===== config.mk =====
export PLATFORM = sky130hd
export DESIGN_NAME = uart_core
export DESIGN_NICKNAME = d
export VERILOG_FILES = /design/src/rtl/uart_pkg.sv /design/src/rtl/uart_fifo.sv /design/src/rtl/uart_core.sv
export SDC_FILE = /design/constraint.sdc
export NUM_CORES = 1
export LEC_CHECK = 0
export BUFFER_PORTS_ARGS = -buffer_cell sky130_fd_sc_hd__buf_2
export CAP_MARGIN = 10
export CELL_PAD_IN_SITES_DETAIL_PLACEMENT = 1
export CELL_PAD_IN_SITES_GLOBAL_PLACEMENT = 2
export CORE_ASPECT_RATIO = 0.5
export CORE_UTILIZATION = 46
export CTS_CLUSTER_DIAMETER = 50
export DETAILED_ROUTE_END_ITERATION = 8
export MAX_ROUTING_LAYER = met4
export PLACE_DENSITY_LB_ADDON = 0.1
export SLEW_MARGIN = 25
export SYNTH_ARGS = -nofsm -noshare
export SYNTH_HDL_FRONTEND = slang
export SYNTH_SLANG_ARGS = --single-unit

===== constraint.sdc =====
create_clock -name CLK -period 4.1 [get_ports CLK]
set_input_delay 0.82 -clock CLK [delete_from_list [all_inputs] [get_ports CLK]]
set_output_delay 0.82 -clock CLK [all_outputs]
set_load 0.02 [all_outputs]

===== src/rtl/uart_pkg.sv =====
// -----------------------------------------------------------------------------
// uart_pkg
// Shared definitions for the parametrised UART: TX/RX state encodings, parity
// mode constants, and helpers that derive the bit divisor and bit-timer width
// from the clock and line rates.
// Optional feature macro used by uart_core: UART_LOOPBACK_EN.
// -----------------------------------------------------------------------------
package uart_pkg;

   // Transmit sequencer states, in frame order
   typedef enum logic [2:0] {
      TX_IDLE   = 3'd0,
      TX_START  = 3'd1,
      TX_DATA   = 3'd2,
      TX_PARITY = 3'd3,
      TX_STOP   = 3'd4
   } txState_t;

   // Receive sequencer states; RX_BREAK holds off until the line returns high
   typedef enum logic [2:0] {
      RX_IDLE   = 3'd0,
      RX_START  = 3'd1,
      RX_DATA   = 3'd2,
      RX_PARITY = 3'd3,
      RX_STOP   = 3'd4,
      RX_BREAK  = 3'd5
   } rxState_t;

   localparam int PARITY_NONE = 0;
   localparam int PARITY_EVEN = 1;
   localparam int PARITY_ODD  = 2;

   // Clock cycles per serial bit
   function automatic int calcDivisor(input int clockRate, input int baudRate);
      return clockRate / baudRate;
   endfunction

   // Timer must reach the longest interval counted: the whole stop period
   function automatic int timerWidth(input int divisor, input int stopBits);
      return $clog2(divisor * stopBits + 1);
   endfunction

endpackage


===== src/rtl/uart_fifo.sv =====
// -----------------------------------------------------------------------------
// uart_fifo
// First-word-fall-through FIFO used for both UART directions. Push while full
// is ignored unless a pop happens in the same cycle; pop while empty is ignored.
// Ports:
//   i_clk, i_rst_n  clock, asynchronous active-low reset
//   i_push          write i_pushData
//   i_pushData      write data, WIDTH bits
//   i_pop           drop the head entry
//   o_popData       head entry (valid while o_empty=0, zero after reset)
//   o_full/o_empty  occupancy flags
// -----------------------------------------------------------------------------
module uart_fifo #(
   parameter int WIDTH = 8,
   parameter int DEPTH = 16
) (
   input  logic             i_clk,
   input  logic             i_rst_n,
   input  logic             i_push,
   input  logic [WIDTH-1:0] i_pushData,
   input  logic             i_pop,
   output logic [WIDTH-1:0] o_popData,
   output logic             o_full,
   output logic             o_empty
);
   localparam int AW = $clog2(DEPTH);

   logic [WIDTH-1:0] r_mem [DEPTH];
   logic [AW-1:0]    r_wrPtr;
   logic [AW-1:0]    r_rdPtr;
   logic [AW:0]      r_count;
   logic             w_doPush;
   logic             w_doPop;

   assign o_full    = (r_count == (AW+1)'(DEPTH));
   assign o_empty   = (r_count == '0);
   assign o_popData = r_mem[r_rdPtr];

   // A pop frees a slot in the same cycle, so a full FIFO still takes a push
   assign w_doPop  = i_pop && !o_empty;
   assign w_doPush = i_push && (!o_full || w_doPop);

   // Storage and pointers; DEPTH is a power of two so pointers wrap naturally
   always_ff @(posedge i_clk or negedge i_rst_n) begin
      if (!i_rst_n) begin
         for (int i = 0; i < DEPTH; i++) begin
            r_mem[i] <= '0;
         end
         r_wrPtr <= '0;
         r_rdPtr <= '0;
         r_count <= '0;
      end else begin
         if (w_doPush) begin
            r_mem[r_wrPtr] <= i_pushData;
            r_wrPtr        <= r_wrPtr + AW'(1);
         end
         if (w_doPop) begin
            r_rdPtr <= r_rdPtr + AW'(1);
         end
         if (w_doPush && !w_doPop) begin
            r_count <= r_count + (AW+1)'(1);
         end else if (!w_doPush && w_doPop) begin
            r_count <= r_count - (AW+1)'(1);
         end
      end
   end

endmodule


===== src/rtl/uart_core.sv =====
// -----------------------------------------------------------------------------
// uart_core
// Full-duplex UART with TX and RX FIFOs, configurable data bits, parity and
// stop bits. RX input is synchronised, sampled mid-bit, and bad frames are
// dropped with sticky error flags.
// Optional feature: define UART_LOOPBACK_EN to let 'loopback' route the
// internal transmit line into the receiver (pin Tx held high meanwhile).
// Ports:
//   CLK, RST_N        clock, asynchronous active-low reset
//   send_flag/data    push into TX FIFO (ignored while full)
//   recv_flag/data    pop / head of RX FIFO (first-word fall-through)
//   sendable          TX FIFO not full
//   receivable        RX FIFO not empty
//   tx_busy           transmitter mid-frame
//   err_parity/frame/overrun  sticky error flags, err_clear clears them
//   loopback          internal loopback select
//   Tx, Rx            serial pins, idle high
// -----------------------------------------------------------------------------
module uart_core
   import uart_pkg::*;
#(
   parameter int CLOCKRATE  = 100000000,
   parameter int BAUDRATE   = 9600,
   parameter int DATA_BITS  = 8,
   parameter int PARITY     = 1,
   parameter int STOP_BITS  = 1,
   parameter int FIFO_DEPTH = 16
) (
   input  logic                 CLK,
   input  logic                 RST_N,
   input  logic                 send_flag,
   input  logic [DATA_BITS-1:0] send_data,
   input  logic                 recv_flag,
   output logic [DATA_BITS-1:0] recv_data,
   output logic                 sendable,
   output logic                 receivable,
   output logic                 tx_busy,
   output logic                 err_parity,
   output logic                 err_frame,
   output logic                 err_overrun,
   input  logic                 err_clear,
   input  logic                 loopback,
   output logic                 Tx,
   input  logic                 Rx
);
   localparam int               DIVISOR   = calcDivisor(CLOCKRATE, BAUDRATE);
   localparam int               TW        = timerWidth(DIVISOR, STOP_BITS);
   localparam logic [TW-1:0]    BIT_END   = TW'(DIVISOR - 1);
   localparam logic [TW-1:0]    STOP_END  = TW'(STOP_BITS * DIVISOR - 1);
   localparam logic [TW-1:0]    SAMPLE_PT = TW'(DIVISOR / 2);
   localparam logic [2:0]       LAST_BIT  = 3'(DATA_BITS - 1);
   localparam logic             PAR_INV   = (PARITY == PARITY_ODD);

   // ---------------- FIFOs ----------------
   logic [DATA_BITS-1:0] w_txHead;
   logic                 w_txFull, w_txEmpty, w_txPop;
   logic                 w_rxFull, w_rxEmpty, w_rxPush;
   logic [DATA_BITS-1:0] r_rxShift;

   uart_fifo #(.WIDTH(DATA_BITS), .DEPTH(FIFO_DEPTH)) u_txFifo (
      .i_clk(CLK), .i_rst_n(RST_N),
      .i_push(send_flag), .i_pushData(send_data), .i_pop(w_txPop),
      .o_popData(w_txHead), .o_full(w_txFull), .o_empty(w_txEmpty)
   );

   uart_fifo #(.WIDTH(DATA_BITS), .DEPTH(FIFO_DEPTH)) u_rxFifo (
      .i_clk(CLK), .i_rst_n(RST_N),
      .i_push(w_rxPush), .i_pushData(r_rxShift), .i_pop(recv_flag),
      .o_popData(recv_data), .o_full(w_rxFull), .o_empty(w_rxEmpty)
   );

   assign sendable   = !w_txFull;
   assign receivable = !w_rxEmpty;

   // ---------------- Transmitter ----------------
   txState_t             r_txState, w_txNext;
   logic [TW-1:0]        r_txTimer;
   logic [2:0]           r_txBitCnt;
   logic [DATA_BITS-1:0] r_txShift;
   logic                 r_txParity;
   logic                 w_txBitEnd, w_txStopEnd, w_txLine;

   assign w_txBitEnd  = (r_txTimer == BIT_END);
   assign w_txStopEnd = (r_txTimer == STOP_END);
   assign tx_busy     = (r_txState != TX_IDLE);

   always_ff @(posedge CLK or negedge RST_N) begin
      if (!RST_N) r_txState <= TX_IDLE;
      else        r_txState <= w_txNext;
   end

   // End of stop goes straight to START when more data waits: no idle gap
   always_comb begin
      w_txNext = r_txState;
      case (r_txState)
         TX_IDLE:   if (!w_txEmpty) w_txNext = TX_START;
         TX_START:  if (w_txBitEnd) w_txNext = TX_DATA;
         TX_DATA:   if (w_txBitEnd && r_txBitCnt == LAST_BIT)
                       w_txNext = (PARITY == PARITY_NONE) ? TX_STOP : TX_PARITY;
         TX_PARITY: if (w_txBitEnd) w_txNext = TX_STOP;
         TX_STOP:   if (w_txStopEnd) w_txNext = w_txEmpty ? TX_IDLE : TX_START;
         default:   w_txNext = TX_IDLE;
      endcase
   end

   always_comb begin
      w_txPop  = 1'b0;
      w_txLine = 1'b1;
      case (r_txState)
         TX_IDLE:   w_txPop  = !w_txEmpty;
         TX_START:  w_txLine = 1'b0;
         TX_DATA:   w_txLine = r_txShift[0];
         TX_PARITY: w_txLine = r_txParity;
         TX_STOP:   w_txPop  = w_txStopEnd && !w_txEmpty;
         default:   w_txLine = 1'b1;
      endcase
   end

   // Bit timer, data shifter and parity capture for the frame being sent
   always_ff @(posedge CLK or negedge RST_N) begin
      if (!RST_N) begin
         r_txTimer  <= '0;
         r_txBitCnt <= '0;
         r_txShift  <= '0;
         r_txParity <= 1'b0;
      end else if (w_txPop) begin
         r_txShift  <= w_txHead;
         r_txParity <= (^w_txHead) ^ PAR_INV;
         r_txTimer  <= '0;
         r_txBitCnt <= '0;
      end else if (r_txState != TX_IDLE) begin
         if ((r_txState == TX_STOP) ? w_txStopEnd : w_txBitEnd) r_txTimer <= '0;
         else                                                  r_txTimer <= r_txTimer + TW'(1);
         if (r_txState == TX_DATA && w_txBitEnd) begin
            r_txShift  <= r_txShift >> 1;
            r_txBitCnt <= r_txBitCnt + 3'd1;
         end
      end
   end

   // ---------------- Loopback selection ----------------
   logic w_rxIn;
`ifdef UART_LOOPBACK_EN
   assign w_rxIn = loopback ? w_txLine : Rx;
   assign Tx     = loopback ? 1'b1 : w_txLine;
`else
   logic w_unusedLoopback;
   assign w_unusedLoopback = loopback;
   assign w_rxIn = Rx;
   assign Tx     = w_txLine;
`endif

   // ---------------- Receiver ----------------
   rxState_t      r_rxState, w_rxNext;
   logic [1:0]    r_rxSync;
   logic          r_rxPrev;
   logic [TW-1:0] r_rxTimer;
   logic [2:0]    r_rxBitCnt;
   logic          r_rxParBit;
   logic          w_rxBit, w_rxFall, w_rxSample, w_rxBitEnd, w_rxParOk;
   logic          w_setParity, w_setFrame, w_setOverrun;

   assign w_rxBit    = r_rxSync[1];
   assign w_rxFall   = r_rxPrev & ~w_rxBit;
   assign w_rxSample = (r_rxTimer == SAMPLE_PT);
   assign w_rxBitEnd = (r_rxTimer == BIT_END);
   assign w_rxParOk  = (PARITY == PARITY_NONE) || (r_rxParBit == ((^r_rxShift) ^ PAR_INV));

   always_ff @(posedge CLK or negedge RST_N) begin
      if (!RST_N) r_rxState <= RX_IDLE;
      else        r_rxState <= w_rxNext;
   end

   // A start bit that is high again at mid-bit was a glitch; a low stop bit
   // parks in RX_BREAK so a held-low line cannot look like a new start
   always_comb begin
      w_rxNext = r_rxState;
      case (r_rxState)
         RX_IDLE:   if (w_rxFall) w_rxNext = RX_START;
         RX_START:  if (w_rxSample && w_rxBit) w_rxNext = RX_IDLE;
                    else if (w_rxBitEnd)       w_rxNext = RX_DATA;
         RX_DATA:   if (w_rxBitEnd && r_rxBitCnt == LAST_BIT)
                       w_rxNext = (PARITY == PARITY_NONE) ? RX_STOP : RX_PARITY;
         RX_PARITY: if (w_rxBitEnd) w_rxNext = RX_STOP;
         RX_STOP:   if (w_rxSample) w_rxNext = w_rxBit ? RX_IDLE : RX_BREAK;
         RX_BREAK:  if (w_rxBit) w_rxNext = RX_IDLE;
         default:   w_rxNext = RX_IDLE;
      endcase
   end

   // Exactly one frame outcome at the stop sample, in priority order
   always_comb begin
      w_rxPush     = 1'b0;
      w_setFrame   = 1'b0;
      w_setParity  = 1'b0;
      w_setOverrun = 1'b0;
      if (r_rxState == RX_STOP && w_rxSample) begin
         if (!w_rxBit)        w_setFrame   = 1'b1;
         else if (!w_rxParOk) w_setParity  = 1'b1;
         else if (w_rxFull)   w_setOverrun = 1'b1;
         else                 w_rxPush     = 1'b1;
      end
   end

   // Synchroniser (reset to idle-high), bit timer and data/parity capture
   always_ff @(posedge CLK or negedge RST_N) begin
      if (!RST_N) begin
         r_rxSync   <= 2'b11;
         r_rxPrev   <= 1'b1;
         r_rxTimer  <= '0;
         r_rxBitCnt <= '0;
         r_rxShift  <= '0;
         r_rxParBit <= 1'b0;
      end else begin
         r_rxSync <= {r_rxSync[0], w_rxIn};
         r_rxPrev <= w_rxBit;
         if (r_rxState == RX_IDLE || r_rxState == RX_BREAK) begin
            r_rxTimer  <= '0;
            r_rxBitCnt <= '0;
         end else begin
            r_rxTimer <= w_rxBitEnd ? '0 : r_rxTimer + TW'(1);
            if (r_rxState == RX_DATA && w_rxSample) r_rxShift <= {w_rxBit, r_rxShift[DATA_BITS-1:1]};
            if (r_rxState == RX_DATA && w_rxBitEnd) r_rxBitCnt <= r_rxBitCnt + 3'd1;
            if (r_rxState == RX_PARITY && w_rxSample) r_rxParBit <= w_rxBit;
         end
      end
   end

   // Sticky error flags; a new error beats err_clear in the same cycle
   always_ff @(posedge CLK or negedge RST_N) begin
      if (!RST_N) begin
         err_parity  <= 1'b0;
         err_frame   <= 1'b0;
         err_overrun <= 1'b0;
      end else begin
         err_parity  <= w_setParity  | (err_parity  & ~err_clear);
         err_frame   <= w_setFrame   | (err_frame   & ~err_clear);
         err_overrun <= w_setOverrun | (err_overrun & ~err_clear);
      end
   end

endmodule


### Yosys cells after proc, flatten, opt, wreduce, memory -nomap -nowiden

Cells that the tools add are included.

| word-level totals | value |
|---|---|
| bits in registers | 346 |
| latch bits | 0 |
| RAM bits | 0 |
| ROM bits | 0 |
| input port bits | 15 |
| output and inout bits | 15 |
| word-level logic and storage cells | 220 |
| memories kept | 0 |

| cells by class | value |
|---|---|
| add/sub/neg operators | 12 |
| multiply operators | 0 |
| div/mod/pow operators | 0 |
| magnitude comparators | 6 |
| equality and inequality tests | 28 |
| shift operators | 0 |
| multiplexer cells | 60 |
| bitwise logic cells | 14 |
| reductions and logical operators | 47 |

Operators by type and width:

| cell | count |
|---|---|
| bitwise mux 128 bit | 2 |
| two-way mux 8 bit | 9 |
| two-way mux 14 bit | 5 |
| binary-select mux 8 bit (select 4 bit) | 2 |
| demux 8 bit (select 4 bit) | 2 |
| two-way mux 3 bit | 18 |
| adder 14 x 1 -> 14 bit (second input constant) | 2 |
| equality test 14 bit (second input constant) | 2 |
| >= comparator 5 bit (second input constant) | 4 |
| two-way mux 5 bit | 4 |
| != test 2 bit (second input constant) | 10 |
| inverter 4 -> 5 bit | 4 |
| logical AND 1 bit | 19 |
| one-hot mux 3 bit (6 select lines) | 1 |
| adder 4 x 1 -> 4 bit (second input constant) | 4 |
| parity 8 bit | 2 |
| equality test 3 bit (second input constant) | 5 |
| one-hot mux 3 bit (5 select lines) | 1 |
| equality test 14 x 13 -> 1 bit (second input constant) | 1 |
| two-way mux 1 bit | 14 |
| equality test 3 x 2 -> 1 bit (second input constant) | 4 |
| adder 5 x 1 -> 5 bit (second input constant) | 2 |
| equality test 5 bit (second input constant) | 2 |
| logical NOT 5 bit | 2 |
| other kinds (19) | 46 |

### Depth between registers and ports, before layout

Gate-level depths: netlist of the first run.

| depth | value |
|---|---|
| depth in word-level cells | 11 |
| gate-level depth with buffers | 16 |
| gate-level depth less buffers | 15 |

### Hierarchy

Synthesis of the first run repeated with hierarchy kept, for this count alone.

| unflattened totals | value |
|---|---|
| cell total of the unflattened synthesis | 1177 |
| area, all modules | 16355.7 um^2 |

Modules (own cells, without submodules):

| module | times used | cells each | area each (um^2) | seq. area each (um^2) |
|---|---|---|---|---|
| uart_fifo | 2 | 433 | 6546.3 | 3528.4 |
| uart_core | 1 | 311 | 3263.1 | 1605.3 |

### Worst setup path after synthesis of the first run

Ideal clock, no wire load.

| timing | value |
|---|---|
| path kind | register -> register |
| start | register r_txTimer[0] |
| end | register u_txFifo.r_count[4] |
| setup time | 0.123 ns |
| data arrival time | 3.397 ns |
| required time | 3.977 ns |
| setup slack | 0.580 ns |
| cell stages (with the launch flop) | 16 |
| buffers on the path | 1 |
| clock period less this slack | 3.520 ns |
| cell sequence | dfrtp_1 -> ha_1 -> and3_1 -> nand4_1 -> a2111oi_4 -> nor2_2 -> nor2b_1 -> clkbuf_1 -> ha_1 -> inv_1 -> fa_1 -> a21o_1 -> a21oi_1 -> xnor2_1 -> nor2_1 -> xnor2_1 |

| between the ends | value |
|---|---|
| word-level cells in the longest chain between the ends | 9 |
| elaborated cells on any way between the ends | 12 |
| classes of those cells | 1 x eq/ne; 2 x mux; 9 x reduce/logical |

RTL lines:

| item | line | text |
|---|---|---|
| from (decl) | uart_core.sv:77 | `logic [TW-1:0] r_txTimer;` |
| from (signal assigned) | uart_core.sv:133 | `else r_txTimer <= r_txTimer + TW'(1);` |
| equality test 14 bit (*) | uart_core.sv:84 | `assign w_txStopEnd = (r_txTimer == STOP_END);` |
| logical AND 1 bit (*) | uart_core.sv:114 | `TX_STOP: w_txPop = w_txStopEnd && !w_txEmpty;` |
| one-hot mux 1 bit (2 select lines) (*) | uart_core.sv:109 | `case (r_txState)` |
| logical AND 1 bit (*) | uart_fifo.sv:40 | `assign w_doPop = i_pop && !o_empty;` |
| logical OR 1 bit (*) | uart_fifo.sv:41 | `assign w_doPush = i_push && (!o_full \|\| w_doPop);` |
| logical AND 1 bit (*) | uart_fifo.sv:41 |  |
| via u_txFifo.w_doPush | uart_fifo.sv:32 | `logic w_doPush;` |
| logical NOT 1 bit | uart_fifo.sv:62 | `end else if (!w_doPush && w_doPop) begin` |
| logical AND 1 bit | uart_fifo.sv:62 |  |
| nonzero test 2 bit (no source line) | n/a |  |
| to (signal assigned) | uart_fifo.sv:61 | `r_count <= r_count + (AW+1)'(1);` |
| to (signal assigned) | uart_fifo.sv:63 | `r_count <= r_count - (AW+1)'(1);` |
| to (decl) | uart_fifo.sv:31 | `logic [AW:0] r_count;` |

Mark *: on every way through the listed nets, which the timed path passes. The rest lies on a longest branch.
A chain may end at the register's enable or synchronous reset.

### Final worst setup path of the first run

| timing | value |
|---|---|
| start | register r_txTimer[9] |
| end | register u_txFifo.r_count[4] |

| between the ends | value |
|---|---|
| word-level cells in the longest chain between the ends | 9 |
| elaborated cells on any way between the ends | 12 |
| classes of those cells | 1 x eq/ne; 2 x mux; 9 x reduce/logical |

RTL lines:

| item | line |
|---|---|
| equality test 14 bit (*) | uart_core.sv:84 |
| logical AND 1 bit (*) | uart_core.sv:114 |
| one-hot mux 1 bit (2 select lines) (*) | uart_core.sv:109 |
| logical AND 1 bit (*) | uart_fifo.sv:40 |
| logical OR 1 bit | uart_fifo.sv:41 |
| logical AND 1 bit | uart_fifo.sv:41 |
| logical NOT 1 bit | uart_fifo.sv:62 |
| logical AND 1 bit | uart_fifo.sv:62 |
| nonzero test 2 bit (no source line) | n/a |

Every way passes the cells marked *; elsewhere a longest branch is shown, timed or not.

==> results of run 1 <==
kinds of logic after synthesis:
kind of cell,share of synthesized area [%]
compound gates,2.888
xor+xnor,3.418
fa+ha+maj,2.166
buf+inv,2.266
flops,53.18
mux,29.04
simple gates,7.043
flip-flops by register name, summed over array words and instances, names as in the netlist, 4 cells and up:
name / count
u_rxFifo.r_mem: 128
u_txFifo.r_mem: 128
r_rxTimer: 14
r_txTimer: 14
r_rxShift: 8
r_txShift: 8
u_rxFifo.r_count: 5
u_txFifo.r_count: 5
u_rxFifo.r_rdPtr: 4
u_rxFifo.r_wrPtr: 4
u_txFifo.r_rdPtr: 4
u_txFifo.r_wrPtr: 4
worst max-delay path, stage by stage, from the launching register on:
cell and delay [ns]:
dfrtp_1 0.43, nor4b_2 0.38, nand4_1 0.24, a2111oi_4 0.46, nor2_2 0.12, nor2b_1 0.39
ha_1 0.27, inv_1 0.10, fa_1 0.42, a21o_1 0.18, a21oi_1 0.17, xnor2_1 0.14
nor2_1 0.07, xnor2_1 0.13
cells in the final DEF, fill, tap and decap left out, types with 7 or more instances in the layout:
cell and instances:
buf_2 27, a22oi_1 17, nand2_1 56, inv_1 18, clkbuf_8 8, clkbuf_16 37
dfrtp_1 341, nor2_1 45, xnor2_1 34, mux4_2 72, a21oi_1 13, mux2i_1 8
nor2b_1 8, buf_4 7, xor2_1 27, clkbuf_1 8, o21ai_0 21, mux2_2 265
and2_1 8, ha_1 25, nand3_1 15, nand3_2 12, nand4_1 14
per-layer routing:
metal	part of all wire, %	up-vias	global-route usage, %
li1	-	4175	-
met4	1.9	0	5.111
met1	46	4974	29.44
met5	0	-	-
met3	2.4	59	3.155
met2	50	81	36.45
through the flow:
stage / total power, uW / hold slack, ns / std cells / instance area, um^2 / worst slack, ns
after floorplan: 6845 / 0.3452 / 1151 / 16290 / 0.5801
after global placement: 7459 / 0.3465 / 1592 / 16890 / 0.5496
after detailed placement: 7651 / 0.3513 / 1592 / 16890 / 0.4835
after CTS: 11040 / 0.2912 / 1652 / 18070 / 0.4459
after global routing: 11510 / 0.3071 / 1652 / 18070 / 0.1714
final: 10880 / 0.2616 / 1652 / 18070 / 0.4901
area by class of cell:
type                       instances  area (um^2)  share of cell area (%)
clock buffer                      53         1066                   5.900
multi-input combinational        713         7258                   40.17
tap                              475        594.3                   3.289
inverter                          18        67.56                  0.3740
clock inverter                     7        113.9                  0.6302
timing repair buffer              40        302.8                   1.676
sequential                       346         8665                   47.96
final timing paths:
| path | slack [ns] | endpoint | cells after the start | start |
|---|---|---|---|---|
| min in group CLK | 0.36 | r_rxSync[1] | 0 | r_rxSync[0] |
| hold reg to reg | 0.36 | r_rxSync[1] | 0 | r_rxSync[0] |
| setup reg to reg | 0.49 | u_txFifo.r_count[4] | 13 | r_txTimer[9] |
| setup / recovery | 0.49 | u_txFifo.r_count[4] | 13 | r_txTimer[9] |
| hold / removal | 0.26 | u_rxFifo.r_mem[127] | 1 | RST_N |
| max in group asynchronous | 2.76 | r_txTimer[6] | 2 | RST_N |
power by group:
group	internal (uW)	switching (uW)	leakage, uW
clock network	1980	1340	0.000581
registers	4200	484	0.00457
logic	1540	1340	0.00313
==> reports/results.txt, run 1 <==
clk sinks - 346
initial antenna violation count - 0
Worst Skew - 0.02217 ns
Slew HR - 46.04%
status - complete, no violations
largest net degree at the start of global routing - 91
wire length per cell - 21.94 um
Die Width - 268.1 um
Worst Max-Slew Pin Slew - 0.7981 ns
Mapped Nets - 1193
IO Pins - 30
area leader, netlist - dfrtp_1
Syn Area/Cell - 14.15 um^2
FP Rows - 48
count leader, synth - dfrtp_1
1st-pass router iterations - 4
Setup CP Type - reg -> reg
Cell variety after synth - 57
final design utilization - 52.14%
synthesis warning total - 0
Synth top area share - 52.69%
routability cong. - 0.7709
Final Cycle Share - 88.05%
#FFs+latches synth - 346
first-pass GRT wire length - 60120 um
Layout area overhead - 10.91%
CP required - 4.51 ns
unrepaired setup endpoints after global routing - false
DIE HEIGHT - 135.1 um
Port Buffers - 28
Fillers - 3371
Tot GR Track Use - 22.22%
CP Data Arrival Time - 4.02 ns
TritonCTS clock tree - done
Synth top cells by count - 343 x dfrtp_1, 265 x mux2_2, 72 x mux4_2
Slew Viols, Final - 0
synthesized cell area - 16290 um^2
DR iter-0 viols - 434
# resized after CTS - 0
die area - 36210 um^2
Initial Util - 47.01%
final hold vios - 0
CTS root buffer - clkbuf_16
drt total wl - 36240 um
Hold-fix buffers, CTS - 0
ant diodes - 0
Fmax - 277.0 MHz
post-route setup TNS - 0 ns
H-tree levels - 2
Post-route DRC - 0
Reg clk slew, reported paths - 0.06 ns
Seq/Total Area, Yosys - 53.18%
ys async rst share - 100.0%
nets - 1196
critical path launch point type - register
clk_lat worst skew - 0.53 ns
core area - 34650 um^2
Detail Placement HPWL - 23540 um
share of post-route cells with drive strength above 1 - 39.76%
Setup crit end kind - register
Worst Path Max Fanout - 6
EDFF count, synth - 0
antenna-violating nets left - 0
Num CTS Buffers - 35
cell count after synthesis - 1151
Synth area leaders - dfrtp_1 53%, mux2_2 18%, mux4_2 10%
worst-case clock buffer depth - 3
Hold/Removal Path Class - in -> async
Via-to-Cell Ratio - 5.623
Top FF cell, synth - dfrtp_1
vias in the first global route - 10490
pwr/cell area - 602.2 nW/um^2
total of max-cap violations - 0
Max IR drop VDD - 435.1 uV
postcts setup bufs - 0
min Tclk post-route - 3.610 ns
final setup violation count - 0
Lkg Pwr - 0.008275 uW
global route overflow - 0
via count - 9289
Note: power is estimated with default switching activity, not from simulation.
==> run 2: changes to the inputs <==
--- a/config.mk
+++ b/config.mk
@@ -8,9 +8,9 @@
 export BUFFER_PORTS_ARGS = -buffer_cell sky130_fd_sc_hd__buf_2
 export CAP_MARGIN = 10
 export CELL_PAD_IN_SITES_DETAIL_PLACEMENT = 1
-export CELL_PAD_IN_SITES_GLOBAL_PLACEMENT = 2
+export CELL_PAD_IN_SITES_GLOBAL_PLACEMENT = 1
 export CORE_ASPECT_RATIO = 0.5
-export CORE_UTILIZATION = 46
+export CORE_UTILIZATION = 53
 export CTS_CLUSTER_DIAMETER = 50
 export DETAILED_ROUTE_END_ITERATION = 8
 export MAX_ROUTING_LAYER = met4
==> run 2 against run 1 <==
Clock power decreased by 4%; count of clock-buffer cells in the layout increased by 1; flip-flop and latch count unchanged; sequential power about the same; global-route usage increased by 2.4 points; total power decreased by 1.2%.
==> reports/results.txt, run 2 (synthesis results as in run 1) <==
worst-case clock buffer depth - 3 (unchanged)
Slew Viols, Final - 0 (unchanged)
IO Pins - 30 (unchanged)
Max IR drop VDD - 317.0 uV (was 435.1 uV)
Slew HR - 47.94% (was 46.04%)
leading cell type in the layout, fill and taps excluded - dfrtp_1 (unchanged)
via count - 9310 (was 9289)
Worst Skew - 0.01645 ns (was 0.02217 ns)
CTS root buffer - clkbuf_16 (unchanged)
first-pass GRT wire length - 58830 um (was 60120 um)
Layout area overhead - 9.809% (was 10.91%)
CP Data Arrival Time - 4.02 ns (about the same)
GRT Max-Usage Layer - met2 (unchanged)
drt total wl - 35310 um (was 36240 um)
Setup crit end kind - register (unchanged)
Final Cycle Share - 88.33% (was 88.05%)
status - complete, no violations (unchanged)
unrepaired setup endpoints after global routing - false (unchanged)
wire length per cell - 22.55 um (was 21.94 um)
DR iter-0 viols - 491 (was 434)
total of max-cap violations - 0 (unchanged)
Via-to-Cell Ratio - 5.945 (was 5.623)
final setup violation count - 0 (unchanged)
final-layout worst hold slack - 0.2608 ns (was 0.2616 ns)
reg2reg path depth - 14 (was 13)
vias in the first global route - 10430 (was 10490)
min Tclk post-route - 3.621 ns (was 3.610 ns)
largest net degree at the start of global routing - 101 (was 91)
Worst Path Max Fanout - 6 (unchanged)
R2R Setup Slk - 0.48 ns (was 0.49 ns)
Largest regs - u_rxFifo.r_mem (128), u_txFifo.r_mem (128) (unchanged)
CP required - 4.50 ns (was 4.51 ns)
post-route setup TNS - 0 ns (unchanged)
Worst Max-Slew Pin Slew - 0.7700 ns (was 0.7981 ns)
die area - 31480 um^2 (was 36210 um^2)
Setup CP Type - reg -> reg (unchanged)
share of post-route cells with drive strength above 1 - 39.74% (was 39.76%)
Port Buffers - 28 (unchanged)
Tot GR Track Use - 24.66% (was 22.22%)
# resized after CTS - 0 (unchanged)
global route overflow - 0 (unchanged)
antenna-violating nets left - 0 (unchanged)
initial antenna violation count - 0 (unchanged)
Hold-fix buffers, CTS - 0 (unchanged)
RR Endpoint - u_txFifo.r_count[4] (unchanged)
FP Rows - 44 (was 48)
Fmax - 276.1 MHz (was 277.0 MHz)
DIE HEIGHT - 126.0 um (was 135.1 um)
clk_lat worst skew - 0.53 ns (about the same)
core area - 29620 um^2 (was 34650 um^2)
met3 Usage GRT - 3.617% (was 3.155%)
most frequent cells in the layout - 341 x dfrtp_1, 265 x mux2_2, 72 x mux4_2 (unchanged)
H-tree levels - 2 (unchanged)
postcts setup bufs - 0 (unchanged)
ant diodes - 0 (unchanged)
GR Layer Usage met1 - 33.46% (was 29.44%)
pwr/cell area - 601.3 nW/um^2 (was 602.2 nW/um^2)
Reg clk slew, reported paths - 0.07 ns (was 0.06 ns)
clk sinks - 346 (unchanged)
Post-route DRC - 0 (unchanged)
nets - 1194 (was 1196)
1st-pass router iterations - 4 (unchanged)
critical path launch point type - register (unchanged)
Num CTS Buffers - 34 (was 35)
worst r2r src - r_txTimer[0] (was r_txTimer[9])
TritonCTS clock tree - done (unchanged)
Initial Util - 55.00% (was 47.01%)
GR met2 Demand/Resource - 39.62% (was 36.45%)
Lkg Pwr - 0.008239 uW (was 0.008275 uW)
final hold vios - 0 (unchanged)
Hold/Removal Path Class - in -> async (unchanged)
Die Width - 249.9 um (was 268.1 um)
routability cong. - 0.7681 (was 0.7709)
Detail Placement HPWL - 23090 um (was 23540 um)
final design utilization - 60.39% (was 52.14%)
[run 2: cell type report]
cell class / count / area (um^2)
Clock buffer: 54 / 1080
Clock inverter: 5 / 53.80
Fill cell: 2770 / 11730
Inverter: 18 / 67.56
Multi-Input combinational cell: 713 / 7262
Sequential cell: 346 / 8665
Tap cell: 391 / 489.2
Timing Repair Buffer: 39 / 270.3
[run 2: report_power, final]
group | leakage (uW) | switching [uW] | internal, uW
combinational | 0.00311 | 1350 | 1530
clock | 0.000560 | 1330 | 1870
sequential | 0.00457 | 483 | 4200
total | 0.00824 | 3160 | 7590
[run 2: critical path: stages, from the launching register on]
cell       delay, ns
dfrtp_1         0.40
ha_1            0.18
and3_1          0.26
nand4_1         0.21
a2111oi_4       0.45
nor2_2          0.12
nor2b_1         0.37
ha_1            0.28
inv_1           0.11
fa_1            0.43
a21o_1          0.18
a21oi_1         0.18
xnor2_1         0.14
nor2_1          0.07
xnor2_1         0.13
[run 2: metrics by stage]
step / instances / area, um^2 / power [uW] / setup WS, ns
2_1_floorplan: 1151 / 16290 / 6845 / 0.5801
3_3_place_gp: 1507 / 16750 / 7408 / 0.5961
3_5_place_dp: 1507 / 16750 / 7633 / 0.4595
4_1_cts: 1566 / 17880 / 10870 / 0.4353
5_1_grt: 1566 / 17890 / 11340 / 0.2152
6_report: 1566 / 17890 / 10760 / 0.4786
[run 2: layer usage]
layer	routed length [um]	part of all wire (%)	vias to the layer above
met5	0	0	-
met4	731	2.1	0
met3	947	2.7	60
met2	17120	48	100
met1	16510	47	4975
li1	-	-	4175
[run 2: how the worst max path moves through the flow]
stage                             from                  end  slack, ns
after floorplan           r_txTimer[0]  u_txFifo.r_count[4]       0.58
after detailed placement  r_txTimer[0]  u_txFifo.r_count[4]       0.46
final                     r_txTimer[0]  u_txFifo.r_count[4]       0.48
after CTS                 r_txTimer[0]  u_txFifo.r_count[4]       0.44
after global routing      r_txTimer[0]  u_txFifo.r_count[4]       0.22
after global placement    r_rxShift[5]  u_rxFifo.r_count[4]       0.60
==> run 3: changes to the inputs <==
--- a/config.mk
+++ b/config.mk
@@ -10,6 +10,7 @@
 export CELL_PAD_IN_SITES_DETAIL_PLACEMENT = 1
 export CELL_PAD_IN_SITES_GLOBAL_PLACEMENT = 1
 export CORE_ASPECT_RATIO = 0.5
+export CORE_MARGIN = 3
 export CORE_UTILIZATION = 53
 export CTS_CLUSTER_DIAMETER = 50
 export DETAILED_ROUTE_END_ITERATION = 8
==> run 3 against run 2 <==
Register-to-register slack worse by 0.08 ns; utilization up 0.11 points; critical path depth unchanged; cell area up 0.19%; wire length grew 1.9%; sequential share of layout area is 0.091 points lower; via count rose by 0.31%; flip-flop and latch count is the same; clock power is essentially flat; clock skew grew 0.0043 ns; combinational power fell by 1%; final cell count is 0.26% higher; critical path type unchanged; critical endpoint unchanged.
==> reports/results.txt, run 3 (synthesis results as in run 1) <==
status - complete, no violations (unchanged)
DR iter-0 viols - 463 (was 491)
Hold/Removal Path Class - in -> async (unchanged)
final hold vios - 0 (unchanged)
drt total wl - 35990 um (was 35310 um)
FP Rows - 44 (unchanged)
unrepaired setup endpoints after global routing - false (unchanged)
Slew Viols, Final - 0 (unchanged)
Setup CP Type - reg -> reg (unchanged)
Via-to-Cell Ratio - 5.948 (was 5.945)
clk_lat worst skew - 0.52 ns (was 0.53 ns)
CP Data Arrival Time - 4.10 ns (was 4.02 ns)
Critical Path Max Stage Delay - 0.45 ns (about the same)
vias in the first global route - 10730 (was 10430)
critical path launch point type - register (unchanged)
CTS root buffer - clkbuf_16 (unchanged)
final-layout worst hold slack - 0.3290 ns (was 0.2608 ns)
Worst Path Max Fanout - 6 (unchanged)
critical path depth in cells - 14 (unchanged)
worst-case clock buffer depth - 3 (unchanged)
routability cong. - 0.7719 (was 0.7681)
Initial Util - 55.00% (unchanged)
largest net degree at the start of global routing - 115 (was 101)
postcts setup bufs - 0 (unchanged)
Layout area overhead - 10.02% (was 9.809%)
antenna-violating nets left - 0 (unchanged)
Tot GR Track Use - 24.06% (was 24.66%)
IO Pins - 30 (unchanged)
first-pass GRT wire length - 60180 um (was 58830 um)
Worst Skew - 0.02070 ns (was 0.01645 ns)
ant diodes - 0 (unchanged)
core area - 29620 um^2 (unchanged)
die area - 33000 um^2 (was 31480 um^2)
Num CTS Buffers - 34 (unchanged)
CP Buf/Inv Count - 1 (unchanged)
Hold-fix buffers, CTS - 0 (unchanged)
H-tree levels - 2 (unchanged)
share of post-route cells with drive strength above 1 - 39.69% (was 39.74%)
via count - 9339 (was 9310)
Detail Placement HPWL - 23260 um (was 23090 um)
Largest regs - u_rxFifo.r_mem (128), u_txFifo.r_mem (128) (unchanged)
Max IR drop VDD - 346.3 uV (was 317.0 uV)
clk sinks - 346 (unchanged)
nets - 1196 (was 1194)
Post-route DRC - 0 (unchanged)
wire length per cell - 22.92 um (was 22.55 um)
Lkg Pwr - 0.008244 uW (was 0.008239 uW)
Final Cycle Share - 90.18% (was 88.33%)
global route overflow - 0 (unchanged)
DIE HEIGHT - 130.0 um (was 126.0 um)
Worst Max-Slew Pin Slew - 0.9391 ns (was 0.7700 ns)
crit-path cells - ha_1 > and3_1 > nand4_1 > a2111oi_4 > nor2_2 > nor2b_1 > ha_1 > inv_1 > fa_1 > a21o_1 > a21oi_1 > xnor2_1 > nor2_1 > xnor2_1 (unchanged)
final setup violation count - 0 (unchanged)
CP max-delay cell - a2111oi_4 (unchanged)
1st-pass router iterations - 4 (unchanged)
reg2reg path depth - 14 (unchanged)
total of max-cap violations - 0 (unchanged)
Port Buffers - 28 (unchanged)
cell family with most CP delay - simple AND/OR/NAND/NOR gates (unchanged)
initial antenna violation count - 0 (unchanged)
# resized after CTS - 0 (unchanged)
Die Width - 253.9 um (was 249.9 um)
CP required - 4.50 ns (about the same)
min Tclk post-route - 3.697 ns (was 3.621 ns)
Fmax - 270.5 MHz (was 276.1 MHz)
post-route setup TNS - 0 ns (unchanged)
leading cell type in the layout, fill and taps excluded - dfrtp_1 (unchanged)
Slew HR - 37.39% (was 47.94%)
Reg clk slew, reported paths - 0.07 ns (about the same)
pwr/cell area - 601.1 nW/um^2 (was 601.3 nW/um^2)
TritonCTS clock tree - done (unchanged)
Setup crit end kind - register (unchanged)
Fillers - 2783 (was 2770)
most frequent cells in the layout - 341 x dfrtp_1, 265 x mux2_2, 72 x mux4_2 (unchanged)
==> run 3: worst paths after layout <==
kind                                       endpoint  slack [ns]         start
worst min-delay path            u_rxFifo.r_mem[127]        0.33         RST_N
worst max register to register  u_txFifo.r_count[4]        0.40  r_txTimer[0]
max in group asynchronous        u_txFifo.r_mem[66]        2.76         RST_N
min in group CLK                        r_rxSync[1]        0.36   r_rxSync[0]
worst min register to register          r_rxSync[1]        0.36   r_rxSync[0]
worst max-delay path            u_txFifo.r_count[4]        0.40  r_txTimer[0]
==> run 3: stage by stage <==
stage          utilization (%)  setup WS [ns]  std cells  total power, uW  instance area, um^2
6_report                 60.51         0.4025       1570            10770                17920
5_1_grt                  60.51        0.06362       1570            11410                17920
4_1_cts                  60.49         0.3932       1570            10900                17920
3_5_place_dp             56.69         0.4174       1509             7629                16790
3_3_place_gp             56.69         0.5838       1509             7422                16790
2_1_floorplan                -         0.5801       1151             6845                16290
==> run 3: per-layer routing <==
metal / track usage, % / share of wire [%] / wire (um) / up-vias
met2: 40.99 / 50 / 17980 / 92
met3: 4.103 / 3.1 / 1106 / 44
met1: 31.01 / 46 / 16390 / 5045
met5: - / 0 / 0 / -
li1: - / - / - / 4158
met4: 4.711 / 1.4 / 518 / 0
==> run 3: layout make-up <==
class / instances / area [um^2] / share of cell area (%)
clock buffers: 55 / 1064 / 5.935
clock inverters: 6 / 63.81 / 0.3561
inverters: 18 / 67.56 / 0.3770
multi-input cells: 713 / 7262 / 40.52
flip-flops and latches: 346 / 8665 / 48.35
well taps: 391 / 489.2 / 2.730
repair buffers: 41 / 310.3 / 1.731
==> run 3: report_power, final <==
| group | switching, uW | total (uW) | internal [uW] |
|---|---|---|---|
| combinational | 1300 | 2840 | 1540 |
| sequential | 542 | 4740 | 4200 |
| clock | 1350 | 3200 | 1850 |
